--- src/rtl/fir_pkg.sv ---
// Shared definitions for the parametrised FIR filter family.
//   acc_w()      : full-precision accumulator width for a given configuration
//   SAT_MAX/MIN  : signed limits of an out_w-bit result
//   saturate()   : clip a wide signed value into the out_w-bit range
//   coef_vec_t   : packed coefficient vector of the default configuration
//                  (tap 0 in the LSBs)
package fir_pkg;

  localparam int unsigned DEF_TAPS   = 4;
  localparam int unsigned DEF_COEF_W = 8;

  typedef logic [DEF_TAPS*DEF_COEF_W-1:0] coef_vec_t;

  localparam coef_vec_t COEF_ONES = {DEF_TAPS{DEF_COEF_W'(1)}};

  // Product width plus growth for summing taps products.
  function automatic int unsigned acc_w(int unsigned data_w, int unsigned coef_w,
                                        int unsigned taps);
    return data_w + coef_w + $clog2(taps);
  endfunction

  function automatic logic signed [63:0] SAT_MAX(int unsigned out_w);
    return (64'sd1 <<< (out_w - 1)) - 64'sd1;
  endfunction

  function automatic logic signed [63:0] SAT_MIN(int unsigned out_w);
    return -(64'sd1 <<< (out_w - 1));
  endfunction

  function automatic logic signed [63:0] saturate(logic signed [63:0] value,
                                                  int unsigned out_w);
    if (value > SAT_MAX(out_w)) return SAT_MAX(out_w);
    if (value < SAT_MIN(out_w)) return SAT_MIN(out_w);
    return value;
  endfunction

endpackage

--- src/rtl/fir_sat_shift.sv ---
// Combinational arithmetic right shift followed by saturation.
//   i_acc   : signed accumulator, IN_W bits
//   o_value : shifted and clipped result, OUT_W bits
//   o_sat   : high when the shifted value lay outside the OUT_W range
module fir_sat_shift
  import fir_pkg::*;
#(
  parameter int unsigned IN_W  = 18,
  parameter int unsigned OUT_W = 16,
  parameter int unsigned SHIFT = 0
) (
  input  logic signed [IN_W-1:0]  i_acc,
  output logic signed [OUT_W-1:0] o_value,
  output logic                    o_sat
);

  logic signed [IN_W-1:0] w_shifted;
  logic signed [63:0]     w_wide;
  logic signed [63:0]     w_clip;

  always_comb begin
    w_shifted = i_acc >>> SHIFT;
    w_wide    = 64'(w_shifted);
    w_clip    = saturate(w_wide, OUT_W);
    o_value   = OUT_W'(w_clip);
    o_sat     = (w_clip != w_wide);
  end

endmodule

--- src/rtl/fir_filter_param.sv ---
// Parametrised, pipelined streaming FIR filter.
//   clk, rst              : clock, asynchronous active-high reset
//   flush                 : synchronous clear of delay line and in-flight results
//   x_in, x_valid         : input sample and its accept strobe
//   coef_we/addr/wdata    : run-time coefficient write port
//   y_out, y_valid, y_sat : filtered sample, one-cycle result pulse, clip flag
// Pipeline: accept edge -> product edge -> sum/saturate edge (y_valid two
// clocks after the accept edge), one sample per clock.
module fir_filter_param
  import fir_pkg::*;
#(
  parameter int unsigned DATA_W = 8,
  parameter int unsigned COEF_W = 8,
  parameter int unsigned TAPS   = 4,
  parameter int unsigned OUT_W  = 16,
  parameter int unsigned SHIFT  = 0,
  parameter logic [TAPS*COEF_W-1:0] COEF_INIT = {TAPS{COEF_W'(1)}}
) (
  input  logic                      clk,
  input  logic                      rst,
  input  logic                      flush,
  input  logic signed [DATA_W-1:0]  x_in,
  input  logic                      x_valid,
  input  logic                      coef_we,
  input  logic [$clog2(TAPS)-1:0]   coef_addr,
  input  logic signed [COEF_W-1:0]  coef_wdata,
  output logic signed [OUT_W-1:0]   y_out,
  output logic                      y_valid,
  output logic                      y_sat
);

  localparam int unsigned ACC_W  = acc_w(DATA_W, COEF_W, TAPS);
  localparam int unsigned PROD_W = DATA_W + COEF_W;

  logic signed [DATA_W-1:0] w_tap  [TAPS];
  logic signed [COEF_W-1:0] r_coef [TAPS];
  logic signed [PROD_W-1:0] w_prod [TAPS];
  logic signed [ACC_W-1:0]  w_psum [TAPS];
  logic                     r_v0;
  logic                     r_v1;
  logic signed [OUT_W-1:0]  w_sat_value;
  logic                     w_sat_flag;

  // Coefficient bank; out-of-range addresses (non-power-of-2 TAPS) are ignored.
  always_ff @(posedge clk or posedge rst) begin
    if (rst) begin
      for (int unsigned k = 0; k < TAPS; k++) begin
        r_coef[k] <= COEF_INIT[k*COEF_W +: COEF_W];
      end
    end else if (coef_we && (32'(coef_addr) < TAPS)) begin
      r_coef[coef_addr] <= coef_wdata;
    end
  end

  // Stage valids: r_v0 marks an accept on the previous edge, r_v1 a product set.
  always_ff @(posedge clk or posedge rst) begin
    if (rst) begin
      r_v0 <= 1'b0;
      r_v1 <= 1'b0;
    end else if (flush) begin
      r_v0 <= 1'b0;
      r_v1 <= 1'b0;
    end else begin
      r_v0 <= x_valid;
      r_v1 <= r_v0;
    end
  end

  // Delay line and multipliers, one register per tap.
  for (genvar g = 0; g < TAPS; g++) begin : g_tap
    logic signed [DATA_W-1:0] r_tap;
    logic signed [PROD_W-1:0] r_prod;

    if (g == 0) begin : g_head
      always_ff @(posedge clk or posedge rst) begin
        if (rst)          r_tap <= '0;
        else if (flush)   r_tap <= '0;
        else if (x_valid) r_tap <= x_in;
      end
    end else begin : g_body
      always_ff @(posedge clk or posedge rst) begin
        if (rst)          r_tap <= '0;
        else if (flush)   r_tap <= '0;
        else if (x_valid) r_tap <= w_tap[g-1];
      end
    end

    always_ff @(posedge clk or posedge rst) begin
      if (rst) r_prod <= '0;
      else     r_prod <= PROD_W'(r_tap) * PROD_W'(r_coef[g]);
    end

    assign w_tap[g]  = r_tap;
    assign w_prod[g] = r_prod;
  end

  // Full-precision adder chain.
  assign w_psum[0] = ACC_W'(w_prod[0]);
  for (genvar g = 1; g < TAPS; g++) begin : g_sum
    assign w_psum[g] = w_psum[g-1] + ACC_W'(w_prod[g]);
  end

  fir_sat_shift #(
    .IN_W  (ACC_W),
    .OUT_W (OUT_W),
    .SHIFT (SHIFT)
  ) u_sat_shift (
    .i_acc   (w_psum[TAPS-1]),
    .o_value (w_sat_value),
    .o_sat   (w_sat_flag)
  );

  // Output stage; y_out/y_sat only move with a result, flush keeps them.
  always_ff @(posedge clk or posedge rst) begin
    if (rst) begin
      y_out   <= '0;
      y_valid <= 1'b0;
      y_sat   <= 1'b0;
    end else begin
      y_valid <= r_v1 && !flush;
      if (r_v1 && !flush) begin
        y_out <= w_sat_value;
        y_sat <= w_sat_flag;
      end
    end
  end

endmodule

--- config.mk ---
export PLATFORM = sky130hd
export DESIGN_NAME = fir_filter_param
export DESIGN_NICKNAME = d
export VERILOG_FILES = /design/src/rtl/fir_pkg.sv /design/src/rtl/fir_sat_shift.sv /design/src/rtl/fir_filter_param.sv
export SDC_FILE = /design/constraint.sdc
export NUM_CORES = 1
export LEC_CHECK = 0
export BUFFER_PORTS_ARGS = -buffer_cell sky130_fd_sc_hd__buf_2
export CORE_MARGIN = 2
export CORE_UTILIZATION = 60
export CTS_CLUSTER_DIAMETER = 40
export DETAILED_ROUTE_END_ITERATION = 8
export GPL_TIMING_DRIVEN = 0
export PLACE_DENSITY = 0.77
export SETUP_SLACK_MARGIN = 0.3
export SLEW_MARGIN = 10
export SYNTH_ARGS = -nofsm -noshare
export SYNTH_HDL_FRONTEND = slang
export SYNTH_SLANG_ARGS = --single-unit
--- constraint.sdc ---
create_clock -name clk -period 8.7 [get_ports clk]
set_input_delay 1.74 -clock clk [delete_from_list [all_inputs] [get_ports clk]]
set_output_delay 1.74 -clock clk [all_outputs]
set_load 0.01 [all_outputs]
# Yosys cells after proc, flatten, opt, wreduce, memory -nomap -nowiden
# Index checks and enable logic that the tools add are counted.
# word_totals
regBits	148
latchBits	0
ramBits	0
rom_bits	0
output_inout_bits	18
elab_cells	54
memories	0
# op_classes
n_addsub	3
mul	4
n_div	0
n_lt_le_gt_ge	4
n_eq_ne	1
shift	0
muxes	20
bitwise	1
reduce_logical	4
# op_table
cell	n
$mux 64	4
$mux 8	9
$mul 8x8->16	4
$ne 64x18->1	1
$bwmux 32	1
$add 17x16->18	1
$add 18x16->18	1
$gt 18x16->1 const B	1
$lt 18x16->1 const B	1
$add 16x16->17	1
$demux 8 s2	1
$mux 1	5
$ge 3x3->1 const B	1
$lt 3x1->1 const B	1
$not 2->3	1
$logic_and 1x1->1	2
$reduce_bool 2->1	1
$logic_not 1->1	1

# Logic depth before layout (Yosys ltp)
# logic_depth
word_depth	9
mapped_depth	19
mapped_depth_nobuf	18

# Modules after synthesis
# Synthesis repeated with hierarchy kept, for this count alone.
# unflattened
cells_unflattened	1632
area_unflattened_um2	16607.2
# by_module_without_submodules
module	n_inst	cells_per_inst	area_per_inst_um2	seq_area_each_um2
fir_filter_param	1	1576	16314.4	3708.6
fir_sat_shift	1	56	292.8	0.0

# Worst setup path after synthesis
# Ideal clock, no wire load.
# synth_path
path_type	register -> register
startpoint	reg g_tap[1].r_tap[6]
endpoint	reg g_tap[1].r_prod[14]
arrival_ps	4468
t_required_ps	8613
path_slack_ps	4146
path_stages_with_launch	19
n_path_buf	1
period_less_slack_ps	4554
path_cell_list	dfrtp_1 -> clkbuf_1 -> and2_1 -> fa_1 -> inv_1 -> fa_1 -> inv_1 -> fa_1 -> inv_1 -> fa_1 -> inv_1 -> ha_1 -> o21ai_0 -> a21boi_0 -> o21ai_0 -> a21boi_0 -> o21ai_0 -> or4b_2 -> o211ai_1
# synth_between
elab_chain_cells	1
# synth_lines
element	line	source
start: declaration	fir_filter_param.sv:71	logic signed [DATA_W-1:0] r_tap;
start signal: assignment	fir_filter_param.sv:84	else if (x_valid) r_tap <= w_tap[g-1];
$mul 8x8->16	fir_filter_param.sv:90	else r_prod <= PROD_W'(r_tap) * PROD_W'(r_coef[g]);
end signal: assignment	fir_filter_param.sv:90	
end: declaration	fir_filter_param.sv:72	logic signed [PROD_W-1:0] r_prod;
# No other way between the ends.
# A chain may end at the register's enable or synchronous reset.

# Worst setup path in the final report
# layout_path
startpoint	reg g_tap[1].r_tap[3]
endpoint	reg g_tap[1].r_prod[14]
# The elaborated chain is that of the path after synthesis.

==> results.toml <==
[status]
status = "complete, no violations"

[critical_path]
worstPathRequired_ns = 9.03
crit_top_cell = "fa_1"
cp_cell_sequence = "clkbuf_1 > and2_1 > fa_1 > inv_1 > fa_1 > fa_1 > fa_1 > inv_1 > ha_1 > nor2b_1 > o21ai_0 > a21boi_0 > o21ai_0 > a21boi_0 > o21ai_0 > or4b_2 > o211ai_1"
reg2reg_depth = 17
slowest_delay_ns = 0.61
cp.arrival_ns = 5.53
path_depth = 17
cp-start-kind = "register"
path_max_fanout = 10
critical_path.top_delay_family = "adder cells"
critPathKind = "reg -> reg"
slowest_stage = "or4b_2"
end_kind = "register"
path_buf_inv = 3

[place]
portBuffers = 38
place_inst = 2074
place_congestion = 0.8703
hpwl_um = 27530

[synthesis]
yosysMostFrequentCell = "inv_1"
synth-simple-area-share_pct = 14.30
yosys.area.top_type = "fa_1"
synthCells = 1656
synth-edff-count = 0
synth_mux_area_share_pct = 4.076
synth-xor-area-share_pct = 3.821
synth_seq_area_share_pct = 22.25
synth_top_area_share_pct = 30.39
yosys_warnings = 0
ys_ff_latch = 148
netlist_area_sq_um = 16670
synthAdderAreaFrac_pct = 40.45
ys.flop_type = "dfrtp_1"
syn_nets = 2066
synth.area.top_cells = "fa_1 30%, dfrtp_1 22%, ha_1 10%, inv_1 8.4%, and2_1 5.7%"
synth-async-reset-ratio_pct = 100.0
post_synth_num_cell_types = 63
synth_compound_area_share_pct = 5.435
synthTopCellsByCount = "375 x inv_1, 253 x fa_1, 151 x and2_1"
synth_area_per_cell_sq_um = 10.06
synth_top_family_by_area = "adder cells"

[global_routing]
antenna_found_initial = 1
grt-ovfl-total = 0
track_usage_pct = 25.87
grt_max_degree = 124
grt_pass1_wl_um = 58580
grt_pass1_vias = 11850

[pwr]
p_sw_mw = 2.881
swShare_pct = 47.25
peakVddDrop_mv = 0.7742
seq_power_share_pct = 16.0
power.density_nw_per_um2 = 339.9
p_clk_share_pct = 11.7
internal-power_mw = 3.217
combPwrFrac_pct = 72.3
leakage_nw = 8.858

[timing]
setup_viol = 0
slew_viol_final = 0
fin_crit_ns = 5.197
rsz0062_at_grt = "no"
max_slew_margin_pct = 33.89
hold_violations = 0
tightest_slew_ns = 0.9916
max_freq_mhz = 192.4
fin_skew_ns = 0.01598
whs_ns = 0.4617
fin_setup_tns_ns = 0
period_share_pct = 59.73

[clocking]
clockRootBuffer = "clkbuf_16"
ctsHoldBuffers = 0
cts_buffer_depth = 2
htreeDepth = 4
cts_tree = "yes"
cts_buffers = 17
insertion_delay_ns = 0.43
post_cts_resize_count = 0
cts.clk_slew.worst_paths_ns = 0.07
cts.sinks = 148
cts_setup_buffers = 0

[routing]
wl_um = 34340
via_per_inst = 5.246
final_antenna_net_count = 0
drt-initial-drc-count = 631
vias = 11050
drc = 0
wl_per_cell_um = 16.30
drtPass1Iterations = 5

[finish]
drive_gt1_share_pct = 8.218
num_antenna_cells = 0
area_growth_pct = 7.657
final_cells = 2106
fin_nets = 2125
fillers = 2159

[hold_path]
min_path_cells = 1
worstHoldPathType = "reg -> reg"

[die]
dieArea_sq_um = 29130
die-height_um = 170.7
io_pins = 41
die_w_um = 170.7
rows = 61
coreArea_sq_um = 27550
initial_utilization_pct = 60.49

[run]
maxCapViolations = 0
cells by family (layout without fill, tap and decap cells):
group | Yosys count | count (layout)
AOI/OAI and AO/OA | 122 | 122
and+or+nand+nor | 446 | 446
DFF | 148 | 148
adders and majority gates | 387 | 387
muxes | 64 | 64
xor gates and xnor gates | 71 | 71
buffers and inverters | 418 | 490
registers in the layout, summed over array words and instances (netlist names):
register / flops
r_v0: 1
r_coef: 32
g_tap.r_tap: 32
r_v1: 1
y_sat: 1
g_tap.r_prod: 64
y_out: 16
y_valid: 1
worst paths after layout:
check	start	endpoint	slack [ns]
max	g_tap[1].r_tap[3]	g_tap[1].r_prod[14]	3.50
min	r_v0	r_v1	0.46
max reg2reg	g_tap[1].r_tap[3]	g_tap[1].r_prod[14]	3.50
min reg2reg	r_v0	r_v1	0.46
max in group asynchronous	rst	g_tap[2].r_prod[15]	6.62
min in group asynchronous	rst	y_valid	1.24
layout by cell type (no fill, tap or decap), drive strengths merged, types with 14 or more instances in the layout:
cell    Yosys  layout
clkbuf     39      56
nor2b      18      18
nor3       14      14
fa        253     253
o22a       15      15
nand2      97      97
mux2       31      31
buf         3      43
mux2i      33      33
nand2b     34      34
a21oi      20      20
dfrtp     144     144
nor2       78      78
ha        134     134
xnor2      63      63
o21ai      25      25
inv       375     385
and2      151     151
power groups by stage:
stage	sequential, mW	combinational [mW]	clock, mW
after floorplan	0.958	3.51	0
after global placement	0.979	4.23	0
after detailed placement	0.982	4.38	0
after CTS	0.971	4.43	0.724
after global routing	0.991	4.94	0.753
final	0.974	4.41	0.714
area by class of cell:
class	instances	area [sq um]	share of cell area (%)
Multi-Input combinational cell	1090	11350	63.27
Tap cell	378	473.0	2.636
Buffer	42	200.2	1.116
Sequential cell	148	3709	20.67
Inverter	376	1419	7.907
Clock inverter	15	140.1	0.7810
Timing Repair Buffer	40	225.2	1.255
Clock buffer	17	425.4	2.371
routing by layer:
| layer | global-route usage (%) | up-vias | wire (um) |
|---|---|---|---|
| met5 | 0 | - | 0 |
| met4 | 9.810 | 0 | 1237 |
| met3 | 3.724 | 63 | 1496 |
| met2 | 43.30 | 280 | 16420 |
| met1 | 34.44 | 5516 | 15180 |
| li1 | - | 5190 | - |
through the flow:
| step | utilization (%) | power, mW | area, sq um | worst slack (ns) |
|---|---|---|---|---|
| 2_1_floorplan | - | 4.472 | 16670 | 2.987 |
| 3_3_place_gp | 62.90 | 5.213 | 17330 | 1.465 |
| 3_5_place_dp | 63.07 | 5.361 | 17380 | 3.575 |
| 4_1_cts | 65.12 | 6.124 | 17940 | 3.510 |
| 5_1_grt | 65.12 | 6.680 | 17940 | 3.218 |
| 6_report | 65.12 | 6.098 | 17940 | 3.503 |
No activity file was read; power rests on OpenSTA's default activity.
